===== config.mk =====
export PLATFORM = sky130hd
export DESIGN_NAME = fanout_fork_buffer
export DESIGN_NICKNAME = d
export VERILOG_FILES = /design/src/rtl/fanout_fork_buffer.sv
export SDC_FILE = /design/constraint.sdc
export NUM_CORES = 1
export LEC_CHECK = 0
export CORE_MARGIN = 2
export CORE_UTILIZATION = 44
export CTS_BUF_LIST = sky130_fd_sc_hd__clkbuf_16
export DETAILED_ROUTE_END_ITERATION = 7
export PLACE_DENSITY = 0.74
export SYNTH_ARGS = -nofsm -noshare
export SYNTH_HDL_FRONTEND = slang
export SYNTH_SLANG_ARGS = --single-unit

===== constraint.sdc =====
create_clock -name clk -period 3.2 [get_ports clk]
set_clock_uncertainty 0.1 [all_clocks]
set_input_delay 0.32 -clock clk [delete_from_list [all_inputs] [get_ports clk]]
set_output_delay 0.32 -clock clk [all_outputs]
set_load 0.01 [all_outputs]

===== src/rtl/fanout_fork_buffer.sv =====
// Registered eager-fork stage: a 2-entry token buffer whose head is offered to every
// enabled fanout destination, retired once all of them have accepted it.
module fanout_fork_buffer #(
  parameter int NUM_OUT    = 9,
  parameter int DATA_WIDTH = 17
) (
  input  logic                  clk,
  input  logic                  reset,
  input  logic                  flush,
  input  logic [NUM_OUT-1:0]    cfg_mask,
  input  logic [DATA_WIDTH-1:0] in_data,
  input  logic                  in_valid,
  output logic                  in_ready,
  output logic [DATA_WIDTH-1:0] out_data,
  output logic [NUM_OUT-1:0]    out_valid,
  input  logic [NUM_OUT-1:0]    out_ready,
  output logic [1:0]            occupancy
);

  logic [DATA_WIDTH-1:0] entry_q [2];
  logic                  wr_ptr_q, wr_ptr_d;
  logic                  rd_ptr_q, rd_ptr_d;
  logic [1:0]            count_q, count_d;
  logic [NUM_OUT-1:0]    sent_q, sent_d;

  logic                  push;
  logic                  done;
  logic [NUM_OUT-1:0]    fire;

  always_comb begin
    // NOTE: every variable gets a default first, so no path through this block infers a latch.
    in_ready  = (count_q != 2'd2);
    push      = in_valid & in_ready;
    out_data  = entry_q[rd_ptr_q];
    out_valid = {NUM_OUT{count_q != 2'd0}} & cfg_mask & ~sent_q;
    fire      = out_valid & out_ready;
    done      = (count_q != 2'd0) & (&(sent_q | fire | ~cfg_mask));
    occupancy = count_q;

    wr_ptr_d = push ? ~wr_ptr_q : wr_ptr_q;
    rd_ptr_d = done ? ~rd_ptr_q : rd_ptr_q;
    sent_d   = done ? '0 : (sent_q | fire);

    count_d = count_q;
    case ({push, done})
      2'b10:   count_d = count_q + 2'd1;
      2'b01:   count_d = count_q - 2'd1;
      default: count_d = count_q;
    endcase

    // Flush discards this cycle's push and pop along with all held state.
    if (flush) begin
      wr_ptr_d = 1'b0;
      rd_ptr_d = 1'b0;
      count_d  = 2'd0;
      sent_d   = '0;
    end
  end

  // NOTE: sequential state uses non-blocking assignments so every register samples pre-edge values.
  always_ff @(posedge clk or posedge reset) begin
    if (reset) begin
      wr_ptr_q <= 1'b0;
      rd_ptr_q <= 1'b0;
      count_q  <= 2'd0;
      sent_q   <= '0;
    end else begin
      wr_ptr_q <= wr_ptr_d;
      rd_ptr_q <= rd_ptr_d;
      count_q  <= count_d;
      sent_q   <= sent_d;
    end
  end

  // NOTE: entry storage is deliberately not reset; count gates its visibility.
  always_ff @(posedge clk) begin
    if (push && !flush) begin
      entry_q[wr_ptr_q] <= in_data;
    end
  end

endmodule


==> results of run 1 <==
metal layers:
metal / part of all wire / GRT usage / wire length, um / vias up
met5: 0 / 0 / 0 / -
met3: 0.086 / 0.0664 / 347 / 5
met1: 0.39 / 0.204 / 1590 / 676
li1: - / - / - / 676
met2: 0.50 / 0.294 / 2030 / 66
met4: 0.015 / 0.0705 / 59 / 0
power groups by stage:
stage               clock (W)  sequential [W]  combinational, W
global placement            0        0.000755          0.000357
CTS                  0.000501        0.000747          0.000370
finish               0.000487        0.000747          0.000366
detailed placement          0        0.000758          0.000368
floorplan                   0        0.000748          0.000178
global route         0.000530        0.000754          0.000398
Yosys cell counts:
library cell | count | area (um2)
a22o_1 | 1 | 8.76
or2_2 | 1 | 6.26
nand4_1 | 2 | 12.5
edfxtp_1 | 34 | 1020
clkbuf_1 | 2 | 7.51
nor2_1 | 28 | 105
xor2_1 | 1 | 8.76
a22oi_1 | 2 | 15.0
nor3_1 | 1 | 5.00
buf_1 | 2 | 7.51
nand2_1 | 14 | 52.6
a31oi_1 | 9 | 56.3
o21ai_0 | 1 | 5.00
o22ai_1 | 1 | 6.26
or4_1 | 2 | 15.0
buf_2 | 1 | 5.00
o21ai_1 | 1 | 5.00
dfrtp_1 | 13 | 325
nor2b_1 | 1 | 6.26
nor3b_1 | 2 | 15.0
mux2_2 | 17 | 191
or3_1 | 2 | 12.5
a211o_1 | 1 | 8.76
inv_1 | 2 | 7.51
a21oi_1 | 3 | 15.0
nand2b_1 | 1 | 6.26
nand3b_1 | 1 | 7.51
critical path, cell delays in order (launching register included):
cell             delay (ps)
dfrtp_1                 830
mux2_2                  420
clkdlybuf4s50_1         490
path summary, 6_finish.rpt:
path / from / end / slack, ps / cells past startpoint
worst max-delay path: rd_ptr_q / out_data[16] / 760 / 2
worst min-delay path: reset / sent_q[7] / 260 / 2
worst max register to register: occupancy[0] / occupancy[0] / 1170 / 4
worst min register to register: sent_q[1] / sent_q[1] / 440 / 2
max in group asynchronous: reset / rd_ptr_q / 2430 / 2
min in group clk: sent_q[1] / sent_q[1] / 440 / 2
per-stage QoR:
step | power, W | hold WS [ps] | utilization
after floorplan | 0.000926 | 97.0 | -
after global placement | 0.00111 | 410 | 0.624
after detailed placement | 0.00113 | 428 | 0.624
after CTS | 0.00162 | 274 | 0.657
after global routing | 0.00168 | 344 | 0.657
final | 0.00160 | 256 | 0.657
sequential cells by signal, summed over array words and instances (netlist names):
signal,count
rd_ptr_q,1
entry_q,34
occupancy,2
wr_ptr_q,1
sent_q,9
final cells by class:
class	instances	share of cell area
Clock inverter	3	0.00577
Timing Repair Buffer	69	0.243
Multi-Input combinational cell	92	0.204
Inverter	2	0.00266
Sequential cell	47	0.477
Clock buffer	5	0.0444
Tap cell	52	0.0231
cell families (layout without fill, tap and decap cells):
kind of cell              Yosys count  count (layout)  share of synthesized area
muxes                              17              17                     0.0988
xor gates and xnor gates            1               1                    0.00452
AOI/OAI and AO/OA                  19              19                     0.0620
buffers and inverters               7              79                     0.0142
DFF                                47              47                      0.695
and+or+nand+nor                    55              55                      0.126
==> out/qor.yml, run 1 <==
sta:
  rsz0062_at_grt: "no"
  finalHoldViolations: 0
  fmax_mhz: 409
  fin_crit_ps: 2440
  maxSlewHeadroom: 0.496
  setup_ws_ps: 755
  finalSetupViolCount: 0
  worst_slew_pin_slew_ps: 756
  final.period_utilization: 0.764
  finalSetupTns_ps: 0
  maxSlewViolCount: 0
route:
  viasPerCell: 5.27
  ant_nets: 0
  wirelength_mm: 4.02
  drt-initial-drc-count: 109
  wl_per_cell_um: 14.9
  drtPass1Iterations: 4
  drc: 0
  via_count: 1423
clock_tree:
  cts_root_buffer: "clkbuf_16"
  clock_latency_ps: 280
  cts_setup_buffers: 0
  clock-sinks: 47
  cts_tree: "done"
  ctsLongestPathBuffers: 2
  cts_made_buffers: 5
  cts_hold_repair.buffers: 0
  path_clk_slew_ps: 60
  cts_resized: 0
  htreeDepth: 2
pwr:
  switchingPower_w: 0.000402
  power_frac_clock: 0.304
  power_frac_seq: 0.467
  ir_worst_vdd_uv: 286
  p_comb_frac: 0.229
  pwr_density_cell_mw_per_mm2: 567
  switching_share: 0.251
  internal_power_w: 0.00120
  p_leak_nw: 1.05
placed_design:
  place_area_mm2: 0.00268
  pre_cts_slack_ps: 906
  place_inst: 262
  hpwl_mm: 2.93
  gp_congestion: 0.795
  io_buffers: 67
cells_and_area:
  n_fill_cell: 306
  nNetsFinal: 256
  mostFrequentLayoutCells: "clkdlybuf4s50_1, edfxtp_1, nor2_1"
  drive_gt1_frac: 0.133
  seq_area_mm2: 0.00135
  instances_no_fill: 270
  final_common_cell: "clkdlybuf4s50_1"
  antenna_cells: 0
  multi_input_area_um2: 574
  syn2layout_area_growth_pct: 45.5
  post-route-cell-area_mm2: 0.00282
critical_path:
  path_class: "register to primary output"
  path_max_fanout: 19
  start_kind: "register"
  cp.arrival_ps: 2020
  worstPathRequired_ps: 2780
  endpoint_kind: "primary output"
yosys:
  ys_types: 27
  synthesis.nets: 185
  seq_area_frac_synth: 0.695
  synthCells: 146
  syn_avg_cell_area_um2: 13.3
  yosys_warnings: 0
  ys_seq_elements: 47
  synth_area_mm2: 0.00194
global_routing:
  grt_max_degree: 20
  grt_pass1_wl_mm: 6.64
  grtUsageTotal: 0.176
  grt_antenna_before_repair: 0
  grt_pass1_vias: 1469
  grt.overflow.total: 0
hold_path:
  hold_path_class: "input pin to asynchronous set/reset pin"
floorplanning:
  num_rows: 24
  coreArea_mm2: 0.00429
  io_pins: 68
  start_util: 0.451
  die_h_um: 70.4
  die_w_um: 70.4
  die_area_mm2: 0.00495
status:
  outcome: "complete, no violations"
run:
  max-cap-violations: 0
No activity file was read; power rests on OpenSTA's default activity.
==> run 2: changes to the inputs <==
- clock period: 3.2 -> 2.4 ns (I/O delays scaled with it)
==> run 2 against run 1 <==
Against the previous run: global-route usage decreased by 0.37 points; clock power increased by 31%; first-iteration DRC count is 13% higher; clock-buffer cell count stayed put; non-clock buffer count rose by 1; critical path depth up 2; combinational power increased by 34%; worst hold slack lost 62 ps; power increased by 33%; sequential power is 33% higher; flip-flop and latch count did not move; sequential share of layout area about the same; largest cell class unchanged.
==> out/qor.yml, run 2 (same netlist as run 1, synthesis figures left out) <==
clock_tree:
  ctsLongestPathBuffers: 2
  cts_made_buffers: 5
  clock-sinks: 47
  cts_tree: "done"
  htreeDepth: 2
  path_clk_slew_ps: 60
  clock_latency_ps: 280
  cts_root_buffer: "clkbuf_16"
  cts_setup_buffers: 0
route:
  drt-initial-drc-count: 123
  wl_met1_mm: 1.70
  drtPass1Iterations: 4
  wl_per_cell_um: 14.7
  routed-wl-met3_um: 337
  via_count: 1388
  wl_met2_mm: 1.93
  ant_nets: 0
  routed.top_layer: "met4"
  drc: 0
  viasPerCell: 5.12
  wirelength_mm: 4.00
cells_and_area:
  regMostFlops: "entry_q"
  antenna_cells: 0
  mostFrequentLayoutCells: "clkdlybuf4s50_1, edfxtp_1, nor2_1"
  multi_input_area_um2: 574
  nNetsFinal: 257
  seq_area_mm2: 0.00135
  final_common_cell: "clkdlybuf4s50_1"
  drive_gt1_frac: 0.137
  largest_register_ffs: 34
  instances_no_fill: 271
  syn2layout_area_growth_pct: 45.8
  n_fill_cell: 321
pwr:
  ir_worst_vdd_uv: 325
  pwr_density_cell_mw_per_mm2: 752
  p_leak_nw: 1.06
global_routing:
  grt_antenna_before_repair: 0
  grt_max_degree: 20
  grt_pass1_vias: 1395
  grtUsageTotal: 0.172
  grt.overflow.total: 0
  grt_pass1_wl_mm: 6.60
critical_path:
  cpLargestDelayFamily: "simple AND/OR/NAND/NOR gates"
  crit_buf_inv: 1
  endpoint_kind: "primary output"
  worstPathRequired_ps: 2060
  rrSetupSlack_ps: 390
  cp.arrival_ps: 1850
  path_class: "register to primary output"
  path_max_fanout: 19
  r2r-end: "occupancy[0]"
  critPathSlowestCell: "or2_2"
  r2r_start: "occupancy[0]"
  reg2regPathDepth: 4
  path_cells: "or2_2 > nand2_1 > nor2_1 > clkdlybuf4s50_1"
  slowest_delay_ps: 470
  start_kind: "register"
hold_path:
  hold_path_class: "input pin to asynchronous set/reset pin"
placed_design:
  hpwl_mm: 2.94
  gp_congestion: 0.749
  place_inst: 263
  io_buffers: 67
  pre_cts_slack_ps: 211
sta:
  maxSlewHeadroom: 0.662
  final.period_utilization: 0.911
  maxSlewViolCount: 0
  finalHoldViolations: 0
  finalSetupViolCount: 0
  finalSetupTns_ps: 0
  rsz0062_at_grt: "no"
  setup_ws_ps: 213
  fmax_mhz: 457
  worst_slew_pin_slew_ps: 506
  fin_crit_ps: 2190
floorplanning:
  coreArea_mm2: 0.00429
  die_w_um: 70.4
  die_area_mm2: 0.00495
  num_rows: 24
  start_util: 0.451
  die_h_um: 70.4
  io_pins: 68
status:
  outcome: "complete, no violations"
run:
  max-cap-violations: 0
## run 2: cell types whose count changed in the layout (fill, tap and decap cells not counted)
| cell | change |
|---|---|
| clkinvlp_4 | -1 |
| clkinv_1 | +1 |
| dfrtp_2 | +1 |
| buf_4 | +1 |
| dfrtp_1 | -1 |
## run 2: worst register-to-register path, stage by stage (launching register included)
cell     delay [ps]
dfrtp_1         450
or2_2           360
nand4_1         290
or4_1           590
a21oi_1         160
## run 2: stage by stage
step | hold WS, ps | util | cell area, um2 | power, W
finish | 194 | 0.658 | 2830 | 0.00212
global route | 273 | 0.658 | 2830 | 0.00223
CTS | 217 | 0.658 | 2820 | 0.00215
detailed placement | 423 | 0.626 | 2690 | 0.00150
global placement | 403 | 0.626 | 2690 | 0.00148
floorplan | 17.0 | - | 1950 | 0.00124
## run 2: worst max path at each step
stage | cells past startpoint | start | slack, ps | end
6_report | 4 | occupancy[0] | 210 | out_valid[4]
5_1_grt | 4 | occupancy[0] | 80 | out_valid[5]
4_1_cts | 2 | rd_ptr_q | 1 | out_data[10]
3_5_place_dp | 6 | out_ready[4] | 210 | occupancy[0]
3_3_place_gp | 6 | out_ready[4] | 280 | occupancy[0]
2_1_floorplan | 3 | occupancy[0] | 330 | entry_q[1][0]
## run 2: routing by layer
metal,up-vias,global-route usage
li1,681,-
met3,4,0.0606
met4,0,0.0385
met5,-,0
met2,65,0.283
met1,638,0.221
## run 2: layout make-up
class / instances / area share
clock buffers: 5 / 0.0443
clock inverters: 3 / 0.00443
inverters: 2 / 0.00266
multi-input cells: 92 / 0.203
flip-flops and latches: 47 / 0.477
well taps: 52 / 0.0230
repair buffers: 70 / 0.245
## run 2: what timing repair did
| item | CTS | global route |
|---|---|---|
| resized for setup | 0 | 1 |
| setup endpoints to repair | 0 | 17 |
| hold buffers | 0 | 0 |
## run 2: power breakdown
group	internal (W)	switching [W]
Combinational	0.000269	0.000222
Clock	0.000376	0.000262
Sequential	0.000950	0.0000450
==> run 3: changes to the inputs <==
- ABC_AREA: not set -> 0
==> results of run 3 <==
No change in the layout: final DEF, timing and power equal those of run 2.
